--- src/rtl/kronos_prefetch.sv ---
// kronos_prefetch: instruction prefetch stage streaming sequential IMEM fetches into a DEPTH-entry FIFO.
//   Package kronos_prefetch_pkg provides pipeIFID_t = {pc, ir}.
//   Parameters: PC_START (reset fetch address), DEPTH (FIFO entries, power of 2, >=2).
//   Optional macro KRONOS_PREFETCH_BYPASS_EN: an empty FIFO forwards a granted fetch
//   combinationally to the ID side in the same cycle.
//   Ports:
//     clk, rst                          clock; asynchronous active-high reset
//     instr_addr/instr_req              IMEM fetch address (word aligned) and request
//     instr_gnt/instr_data              IMEM grant with same-cycle data
//     pipe_IFID/pipe_vld/pipe_rdy       FIFO head {pc, ir} towards ID, valid/ready handshake
//     branch_target/branch              redirect address and single-cycle flush strobe
//     fifo_count                        occupied FIFO entries
package kronos_prefetch_pkg;
    typedef struct packed {
        logic [31:0] pc;
        logic [31:0] ir;
    } pipeIFID_t;
endpackage

module kronos_prefetch
    import kronos_prefetch_pkg::*;
#(
    parameter logic [31:0] PC_START = 32'h0,
    parameter int          DEPTH    = 2
) (
    input  logic                       clk,
    input  logic                       rst,
    output logic [31:0]                instr_addr,
    output logic                       instr_req,
    input  logic                       instr_gnt,
    input  logic [31:0]                instr_data,
    output pipeIFID_t                  pipe_IFID,
    output logic                       pipe_vld,
    input  logic                       pipe_rdy,
    input  logic [31:0]                branch_target,
    input  logic                       branch,
    output logic [$clog2(DEPTH+1)-1:0] fifo_count
);
    localparam int AW = $clog2(DEPTH);
    localparam int CW = $clog2(DEPTH+1);

    typedef enum logic [1:0] {INIT, RUN, FULL} state_t;

    state_t          state, state_nxt;
    logic [31:0]     pc;
    pipeIFID_t       mem [DEPTH];
    logic [AW-1:0]   wptr, rptr;
    logic [CW-1:0]   count;
    logic            empty, push, pop, wr, rd;

    assign empty      = count == '0;
    assign instr_addr = pc;
    // FULL state gates the request, so the FIFO can never overflow
    assign instr_req  = state == RUN && !branch;
    assign push       = instr_req && instr_gnt;
    assign pop        = pipe_vld && pipe_rdy;
    assign fifo_count = count;

`ifdef KRONOS_PREFETCH_BYPASS_EN
    logic byp;
    assign byp       = push && empty;
    assign pipe_vld  = !empty || byp;
    assign pipe_IFID = empty ? pipeIFID_t'({pc, instr_data}) : mem[rptr];
    // a bypassed word taken by ID in the same cycle never touches the FIFO
    assign wr        = push && !(byp && pipe_rdy);
    assign rd        = pop && !empty;
`else
    assign pipe_vld  = !empty;
    assign pipe_IFID = mem[rptr];
    assign wr        = push;
    assign rd        = pop;
`endif

    always_comb begin
        state_nxt = state;
        case (state)
            INIT:    state_nxt = RUN;
            RUN:     state_nxt = (push && !pop && count == CW'(DEPTH-1)) ? FULL : RUN;
            FULL:    state_nxt = pop ? RUN : FULL;
            default: state_nxt = INIT;
        endcase
        if (branch && state != INIT)
            state_nxt = RUN;
    end

    always_ff @(posedge clk or posedge rst) begin
        if (rst) begin
            state <= INIT;
            pc    <= PC_START;
            wptr  <= '0;
            rptr  <= '0;
            count <= '0;
            for (int i = 0; i < DEPTH; i++)
                mem[i] <= '0;
        end else begin
            state <= state_nxt;
            if (branch) begin
                // branch wins over any same-cycle grant or pop
                pc    <= branch_target & ~32'd3;
                wptr  <= '0;
                rptr  <= '0;
                count <= '0;
            end else begin
                if (push)
                    pc <= pc + 32'd4;
                if (wr) begin
                    mem[wptr] <= pipeIFID_t'({pc, instr_data});
                    wptr      <= wptr + 1'b1;
                end
                if (rd)
                    rptr <= rptr + 1'b1;
                count <= count + CW'(wr) - CW'(rd);
            end
        end
    end
endmodule
--- config.mk ---
export PLATFORM = sky130hd
export DESIGN_NAME = kronos_prefetch
export DESIGN_NICKNAME = d
export VERILOG_FILES = /design/src/rtl/kronos_prefetch.sv
export SDC_FILE = /design/constraint.sdc
export NUM_CORES = 1
export LEC_CHECK = 0
export ABC_AREA = 1
export CAP_MARGIN = 20
export CORE_ASPECT_RATIO = 1.4
export CORE_MARGIN = 2
export CORE_UTILIZATION = 53
export CTS_BUF_LIST = sky130_fd_sc_hd__clkbuf_2 sky130_fd_sc_hd__clkbuf_4 sky130_fd_sc_hd__clkbuf_8
export DETAILED_ROUTE_END_ITERATION = 10
export PLACE_DENSITY = 0.81
export RECOVER_POWER = 100
export SYNTH_ARGS = -nofsm -noshare
export SYNTH_HDL_FRONTEND = slang
export SYNTH_SLANG_ARGS = --single-unit
export TNS_END_PERCENT = 100
--- constraint.sdc ---
create_clock -name clk -period 6.6 [get_ports clk]
set_input_delay 1.32 -clock clk [delete_from_list [all_inputs] [get_ports clk]]
set_output_delay 1.32 -clock clk [all_outputs]
set_load 0.05 [all_outputs]
# == Word-level counts from Yosys, hierarchy flattened ==
# Cells that the tools add are included.
# totals
register_bits,166
output_inout_bits,100
word_cells,56
# op_classes
add_sub_neg,5
n_lt_le_gt_ge,3
eq_ne,3
muxes,17
bitwise_logic,3
reduce_logical,16
# ops
operator,n
64-bit 2-to-1 mux,4
128-bit bitwise mux,1
64-bit demux with 1-bit select,1
32-bit 2-to-1 mux,2
32-bit by 3-bit adder with 32-bit output (second input constant),1
2-bit 2-to-1 mux,4
1-bit logical AND,7
2-bit case mux with 3 select lines,1
2-bit nonzero test,3
2-bit by 1-bit == test with 1-bit output (second input constant),2
2-bit >= comparator (second input constant),2
2-bit logical NOT,2
1-bit 2-to-1 mux,4
1-bit NOT with 2-bit output,2
1-bit logical NOT,3
1-bit adder (second input constant),2
2-bit by 1-bit adder with 2-bit output,1
2-bit == test (second input constant),1
2-bit by 1-bit < comparator with 1-bit output (second input constant),1
2-bit AND reduction,1
2-bit by 1-bit subtractor with 2-bit output,1
1-bit NOT,1

# == Depth between registers and ports, before layout ==
# Gate-level depths: netlist of the first run.
# logic_depth
word_depth,9
depth_mapped,11
mapped_depth_nobuf,9

# == Least setup slack after synthesis of the first run ==
# Ideal clock, no wire load.
# synth_timing
path_type,in2reg
from,input port branch
to,register count[1] (netlist: fifo_count[1])
setup_ns,0.131
arrival_ns,3.129
required_ns,6.469
setup_slack_ns,3.340
cell_stages,11
n_path_buf,3
path_cell_list,buf_6 nor3_4 nand2_2 inv_2 buf_6 buf_2 ha_1 inv_1 ha_1 xor2_1 nor2_1
# synth_between
elab_chain_len,6
# synth_lines
item,line,source
from (decl),36,"input logic branch,"
1-bit logical NOT,54,assign instr_req = state == RUN && !branch;
1-bit logical AND,54,
net instr_req,29,"output logic instr_req,"
1-bit logical AND,55,assign push = instr_req && instr_gnt;
2-bit by 1-bit adder with 2-bit output,112,count <= count + CW'(wr) - CW'(rd);
2-bit by 1-bit subtractor with 2-bit output,112,
2-bit 2-to-1 mux,97,if (branch) begin
to (signal assigned),112,
to (decl),48,logic [CW-1:0] count;
# The timed path passes the listed nets, and every way through them passes these cells.
# A chain may end at the register's enable or synchronous reset.

# == Worst setup path in the final report of the first run ==
# layout_timing
from,input port branch
to,output port instr_req
# layout_between
elab_chain_len,2
# layout_lines
item,line
1-bit logical NOT,54
1-bit logical AND,54
to (decl),29
# No other way between the ends.

==> results of run 1 <==
[per-stage QoR]
step	cell area [um2]	hold WS, ns
3_5_place_dp	9363	0.4695
2_1_floorplan	7754	0.4529
4_1_cts	9744	0.4898
6_report	9732	0.4870
3_3_place_gp	9363	0.4643
5_1_grt	9732	0.5051
[logic make-up after synthesis]
family	share of synthesized area, %
other cells	0.04843
fa+ha+maj	0.6464
simple gates	27.94
buf+inv	8.355
xor+xnor	0.3394
compound gates	10.96
flops	51.71
[power by group through the flow]
stage                     registers [mW]  clock network (mW)  logic [mW]
final                               1.55               0.708        2.10
after detailed placement            1.57                   0        2.22
after floorplan                     1.64                   0        1.43
after global routing                1.60               0.766        2.27
after global placement              1.55                   0        2.19
after CTS                           1.55               0.719        2.23
[worst min-delay path: stages, from the launching register on]
cell                      delay [ns]
sky130_fd_sc_hd__dfrtp_1        0.35
sky130_fd_sc_hd__nand2_1        0.05
sky130_fd_sc_hd__o21ai_0        0.06
[cell usage after synthesis (all sizes together)]
cell type	number
clkbuf	26
xnor2	1
o211a	1
o21ai	150
xor2	2
ha	4
buf	27
nor2	41
o211ai	6
nand2	453
nor3	2
or2	2
conb	1
nand3	50
inv	93
and2	2
o22ai	1
dfrtp	160
a21oi	5
[cell usage in the layout, fill, tap and decap left out, drive strengths merged]
master,instances
dfrtp,160
or2,2
clkinvlp,4
nor2,41
xor2,2
o22ai,1
and2,2
dlygate4sd3,96
nand2,453
o211a,1
bufinv,2
nand3,50
o211ai,6
a21oi,5
nor3,2
clkinv,5
clkdlybuf4s50,66
buf,4
ha,4
o21ai,150
xnor2,1
inv,95
conb,4
clkbuf,20
[how the worst max path moves through the flow]
stage,start,endpoint,slack [ns]
6_report,branch,instr_req,1.33
5_1_grt,branch,mem[118],1.11
4_1_cts,rptr,pipe_IFID[43],2.02
3_5_place_dp,branch,instr_req,2.21
3_3_place_gp,branch,instr_req,2.23
2_1_floorplan,rst,fifo_count[0],0.96
[flip-flops by register name (all words and copies together), names as in the netlist]
signal      count
fifo_count      2
instr_addr     30
mem           124
rptr            1
state           2
wptr            1
[layout make-up]
type	count	area (um2)	share of cell area, %
tap	189	236.5	2.430
sequential	160	4005	41.15
clock buffer	18	241.5	2.481
multi-input combinational	724	3083	31.68
clock inverter	13	140.1	1.440
inverter	93	354.1	3.638
timing repair buffer	168	1672	17.18
[per-layer routing]
layer | track usage (%) | vias to the layer above | share of wire [%]
li1 | - | 3476 | -
met1 | 31.80 | 3255 | 42
met2 | 40.93 | 218 | 50
met3 | 3.505 | 40 | 5.2
met4 | 12.24 | 0 | 3.4
met5 | 0 | - | 0
==> qor.json, run 1 <==
{
  "violations": {"value": "max-capacitance violations, max-slew violations"},
  "rsz_0062_raised_after_global_routing": {"value": "no"},
  "critical_path.slowest_cell": {"value": "sky130_fd_sc_hd__clkbuf_1"},
  "crit_top_cell": {"value": "sky130_fd_sc_hd__dlygate4sd3_1"},
  "initialDrtViolationCount": {"value": 467},
  "period_utilisation_layout": {"value": 79.90, "unit": "%"},
  "cts_num_sinks": {"value": 160},
  "cts.repair_timing.setup_buffer_count": {"value": 0},
  "netlist_instances": {"value": 1027},
  "power_per_cell_area": {"value": 448.0, "unit": "mW/mm2"},
  "gpl.final_weighted_congestion": {"value": 0.9307},
  "hold_start": {"value": "mem[48]"},
  "tritoncts_clock_tree": {"value": "done"},
  "placeableCoreArea": {"value": 0.01438, "unit": "mm2"},
  "die_width": {"value": 106.2, "unit": "um"},
  "worstSetupEndpointType": {"value": "output port"},
  "timing.fmax": {"value": 189.6, "unit": "MHz"},
  "first_drt_pass_iteration_count": {"value": 7},
  "clk_pin_slew": {"value": 0.08, "unit": "ns"},
  "ctsRootBufferMaster": {"value": "sky130_fd_sc_hd__clkbuf_8"},
  "maxcap_violations": {"value": 1},
  "grt_usage": {"value": 24.72, "unit": "%"},
  "yosys_warns": {"value": 0},
  "initial_utilization": {"value": 53.85, "unit": "%"},
  "average_wire_per_cell_in_the_routed_design": {"value": 13.75, "unit": "um"},
  "path_buf_inv": {"value": 3},
  "critical_path.startpoint_type": {"value": "primary input"},
  "worstSkewPairLatency": {"value": 0.44, "unit": "ns"},
  "r2r_cells": {"value": 7},
  "final_period_minus_worst_setup_slack": {"value": 5.274, "unit": "ns"},
  "report.final.hold_viol_count": {"value": 0},
  "final_critical_path_setup_slack": {"value": 1.326, "unit": "ns"},
  "netlist.area_leader.share": {"value": 51.71, "unit": "%"},
  "p_sw_share": {"value": 47.43, "unit": "%"},
  "vias_in_the_first_global_route": {"value": 6462},
  "synth_cell_types": {"value": 28},
  "grt_antenna_before_repair": {"value": 0},
  "grt_start_max_net_pins": {"value": 125},
  "syn_area_per_cell": {"value": 7.539, "unit": "um2"},
  "wire_length_of_the_first_global_routing_pass": {"value": 30650, "unit": "um"},
  "dieHeight": {"value": 147.0, "unit": "um"},
  "layout-drive-gt1-share": {"value": 3.486, "unit": "%"},
  "dp_worst_setup_slack": {"value": 2.210, "unit": "ns"},
  "synth.area.top_cells": {"value": "sky130_fd_sc_hd__dfrtp_1 52%, sky130_fd_sc_hd__nand2_1 22%, sky130_fd_sc_hd__o21ai_0 6.5%, sky130_fd_sc_hd__inv_1 4.4%, sky130_fd_sc_hd__nand3_1 3.2%"},
  "ys_seq_elements": {"value": 160},
  "netlist.top_cell.by_area": {"value": "sky130_fd_sc_hd__dfrtp_1"},
  "power.static_leakage": {"value": 4.947, "unit": "nW"},
  "synth_area": {"value": 0.007742, "unit": "mm2"},
  "vias_per_cell": {"value": 5.120},
  "cts_resized": {"value": 0},
  "internal_power": {"value": 2.292, "unit": "mW"},
  "io_buffers": {"value": 162},
  "totalPowerFinal": {"value": 4.360, "unit": "mW"},
  "slew_headroom": {"value": -80.98, "unit": "%"},
  "min_delay_path_depth": {"value": 2},
  "synthToLayoutAreaGrowth": {"value": 25.69, "unit": "%"},
  "detail-route-antenna-nets": {"value": 0},
  "rr_endpoint": {"value": "mem[109]"},
  "cp_cell_sequence": {"value": "dlygate4sd3_1 -> clkbuf_1 -> nor3_1 -> dlygate4sd3_1"},
  "num_io_pins": {"value": 169},
  "antenna_diode_count": {"value": 0},
  "drc_errors": {"value": 0},
  "drv_slew": {"value": 54},
  "cts.htree.levels": {"value": 4},
  "r2r-start": {"value": "state[1]"},
  "global_route.overflow_total": {"value": 0},
  "hp-class": {"value": "flip-flop to flip-flop"},
  "top_cell_family_by_delay_on_the_critical_path": {"value": "buffers and inverters"},
  "dp.final_hpwl": {"value": 12410, "unit": "um"},
  "vdd_drop_max": {"value": 0.2283, "unit": "mV"},
  "vias": {"value": 6989},
  "timing.critical_path.arrival": {"value": 3.95, "unit": "ns"},
  "critPathMaxFanout": {"value": 33},
  "total_instance_count_after_detailed_placement": {"value": 1333},
  "clk_path_buf_depth": {"value": 2},
  "setup-violations-final": {"value": 0},
  "totalWireLength": {"value": 18770, "unit": "um"},
  "cp.required": {"value": 5.28, "unit": "ns"},
  "worst-r2r-setup-slack": {"value": 3.45, "unit": "ns"},
  "path_class": {"value": "primary input to output port"},
  "seq_area_frac_synth": {"value": 51.71, "unit": "%"},
  "layout_net_count": {"value": 1237},
  "cts-hold-fix-buffers": {"value": 0},
  "holdPathEnd": {"value": "mem[48]"},
  "status": {"value": "finished, violations left"},
  "setup_tns": {"value": 0, "unit": "ns"},
  "worstSetupPathDepth": {"value": 4},
  "post-route-util": {"value": 67.68, "unit": "%"},
  "core.rowCount": {"value": 52},
  "power.share.sequential": {"value": 35.6, "unit": "%"},
  "fp.dieArea": {"value": 0.01561, "unit": "mm2"},
  "power.switching": {"value": 2.068, "unit": "mW"},
  "cts-buffers-inserted": {"value": 17},
  "layout.filler_cells": {"value": 1276},
  "comb_power_share": {"value": 48.2, "unit": "%"},
  "layoutNonFillerInstCount": {"value": 1365},
  "worst-slew-pin-transition": {"value": 2.715, "unit": "ns"},
  "finClkSkew": {"value": 0.02118, "unit": "ns"},
  "max_stage_delay_on_crit_path": {"value": 1.06, "unit": "ns"},
  "power.share.clock": {"value": 16.2, "unit": "%"}
}
Note: power is estimated with default switching activity, not from simulation.
==> inputs of run 2 (changes only) <==
clock period = 5.2 ns   (was 6.6 ns; I/O delays follow)
==> qor.json, run 2 (same netlist as run 1, synthesis figures left out) <==
{
  "status": {"value": "finished, violations left"},
  "violations": {"value": "max-capacitance violations, max-slew violations"},
  "hold_start": {"value": "mem[6]"},
  "largest_register_ff_count": {"value": 124},
  "dp_worst_setup_slack": {"value": 1.469, "unit": "ns"},
  "grt_start_max_net_pins": {"value": 125},
  "vdd_drop_max": {"value": 0.3428, "unit": "mV"},
  "grt_usage": {"value": 24.88, "unit": "%"},
  "layout-drive-gt1-share": {"value": 3.565, "unit": "%"},
  "totalWireLength": {"value": 18900, "unit": "um"},
  "critical_path.startpoint_type": {"value": "primary input"},
  "first_drt_pass_iteration_count": {"value": 5},
  "hp-class": {"value": "flip-flop to flip-flop"},
  "layout.cells.most_common": {"value": "sky130_fd_sc_hd__nand2_1"},
  "worstSkewPairLatency": {"value": 0.45, "unit": "ns"},
  "post-route-util": {"value": 68.12, "unit": "%"},
  "timing.critical_path.arrival": {"value": 4.35, "unit": "ns"},
  "detail-route-antenna-nets": {"value": 0},
  "wire_length_of_the_first_global_routing_pass": {"value": 31040, "unit": "um"},
  "period_utilisation_layout": {"value": 77.50, "unit": "%"},
  "dieHeight": {"value": 147.0, "unit": "um"},
  "r2r-start": {"value": "state[1]"},
  "rsz_0062_raised_after_global_routing": {"value": "no"},
  "antenna_diode_count": {"value": 0},
  "cts.repair_timing.setup_buffer_count": {"value": 0},
  "drc_errors": {"value": 0},
  "finalHoldWorstSlack": {"value": 0.4875, "unit": "ns"},
  "worstSetupEndpointType": {"value": "flip-flop"},
  "ctsRootBufferMaster": {"value": "sky130_fd_sc_hd__clkbuf_8"},
  "initialDrtViolationCount": {"value": 411},
  "finish.instance_area": {"value": 0.009794, "unit": "mm2"},
  "cts.htree.levels": {"value": 4},
  "critPathMaxFanout": {"value": 32},
  "vias": {"value": 6979},
  "initial_utilization": {"value": 53.85, "unit": "%"},
  "final_period_minus_worst_setup_slack": {"value": 4.030, "unit": "ns"},
  "register_with_the_highest_flop_count": {"value": "mem"},
  "worst-slew-pin-transition": {"value": 2.188, "unit": "ns"},
  "die_width": {"value": 106.2, "unit": "um"},
  "tritoncts_clock_tree": {"value": "done"},
  "timing.fmax": {"value": 248.1, "unit": "MHz"},
  "gpl.final_weighted_congestion": {"value": 0.9142},
  "layout.cells.most_common_list": {"value": "452 x sky130_fd_sc_hd__nand2_1, 159 x sky130_fd_sc_hd__dfrtp_1, 148 x sky130_fd_sc_hd__o21ai_0, 97 x sky130_fd_sc_hd__dlygate4sd3_1, 91 x sky130_fd_sc_hd__inv_1"},
  "total_instance_count_after_detailed_placement": {"value": 1335},
  "power_per_cell_area": {"value": 576.3, "unit": "mW/mm2"},
  "core.rowCount": {"value": 52},
  "setup-violations-final": {"value": 0},
  "power.static_leakage": {"value": 4.974, "unit": "nW"},
  "grt_antenna_before_repair": {"value": 0},
  "vias_per_cell": {"value": 5.105},
  "clk_pin_slew": {"value": 0.08, "unit": "ns"},
  "layout_net_count": {"value": 1239},
  "dp.final_hpwl": {"value": 12750, "unit": "um"},
  "average_wire_per_cell_in_the_routed_design": {"value": 13.83, "unit": "um"},
  "global_route.overflow_total": {"value": 0},
  "cp.required": {"value": 5.52, "unit": "ns"},
  "setup_tns": {"value": 0, "unit": "ns"},
  "cts_num_sinks": {"value": 160},
  "fp.dieArea": {"value": 0.01561, "unit": "mm2"},
  "clk_path_buf_depth": {"value": 2},
  "cts-hold-fix-buffers": {"value": 0},
  "finClkSkew": {"value": 0.01622, "unit": "ns"},
  "num_io_pins": {"value": 169},
  "drv_slew": {"value": 79},
  "synthToLayoutAreaGrowth": {"value": 26.50, "unit": "%"},
  "io_buffers": {"value": 162},
  "layoutNonFillerInstCount": {"value": 1367},
  "report.final.hold_viol_count": {"value": 0},
  "cts-buffers-inserted": {"value": 17},
  "dpl_cell_area": {"value": 0.009376, "unit": "mm2"},
  "placeableCoreArea": {"value": 0.01438, "unit": "mm2"},
  "slew_headroom": {"value": -45.88, "unit": "%"},
  "critPathLaunch": {"value": "branch"},
  "vias_in_the_first_global_route": {"value": 6456},
  "cts_resized": {"value": 0},
  "maxcap_violations": {"value": 2},
  "path_class": {"value": "primary input to flip-flop"},
  "totalPowerFinal": {"value": 5.644, "unit": "mW"},
  "final_critical_path_setup_slack": {"value": 1.170, "unit": "ns"}
}
-- run 2: metal layers --
metal  up-vias  part of all wire (%)  track usage (%)
li1       3467                     -                -
met2       222                    51            41.54
met4         0                   2.8            9.671
met5         -                     0                0
met3        31                   5.1            3.904
met1      3259                    41            32.61
-- run 2: worst paths after layout --
path,endpoint,slack (ns),cells past startpoint
min in group asynchronous,mem[22],1.31,2
setup / recovery,instr_addr[14],1.17,7
max in group asynchronous,mem[59],1.32,3
setup reg to reg,mem[40],2.01,7
hold / removal,mem[6],0.49,2
hold reg to reg,mem[6],0.49,2
-- run 2: power by group --
| part | leakage [nW] | internal (mW) | total [mW] | switching [mW] |
|---|---|---|---|---|
| clock | 0.216 | 0.543 | 1.01 | 0.463 |
| combinational | 2.77 | 0.776 | 2.66 | 1.89 |
| sequential | 1.99 | 1.70 | 1.98 | 0.273 |
-- run 2: cell type report --
cell class	instances	area, um2
Timing Repair Buffer	170	1688
Tap cell	189	236.5
Clock buffer	19	255.2
Clock inverter	12	183.9
Multi-Input combinational cell	724	3075
Fill cell	1241	4584
Sequential cell	160	4005
Inverter	93	350.3
-- run 2: worst max-delay path: stages --
cell                            delay, ns
sky130_fd_sc_hd__dlygate4sd3_1       0.58
sky130_fd_sc_hd__clkbuf_1            1.07
sky130_fd_sc_hd__inv_1               0.33
sky130_fd_sc_hd__nand2_1             0.67
sky130_fd_sc_hd__inv_1               0.42
sky130_fd_sc_hd__nand2_1             0.16
sky130_fd_sc_hd__nand3_1             0.08
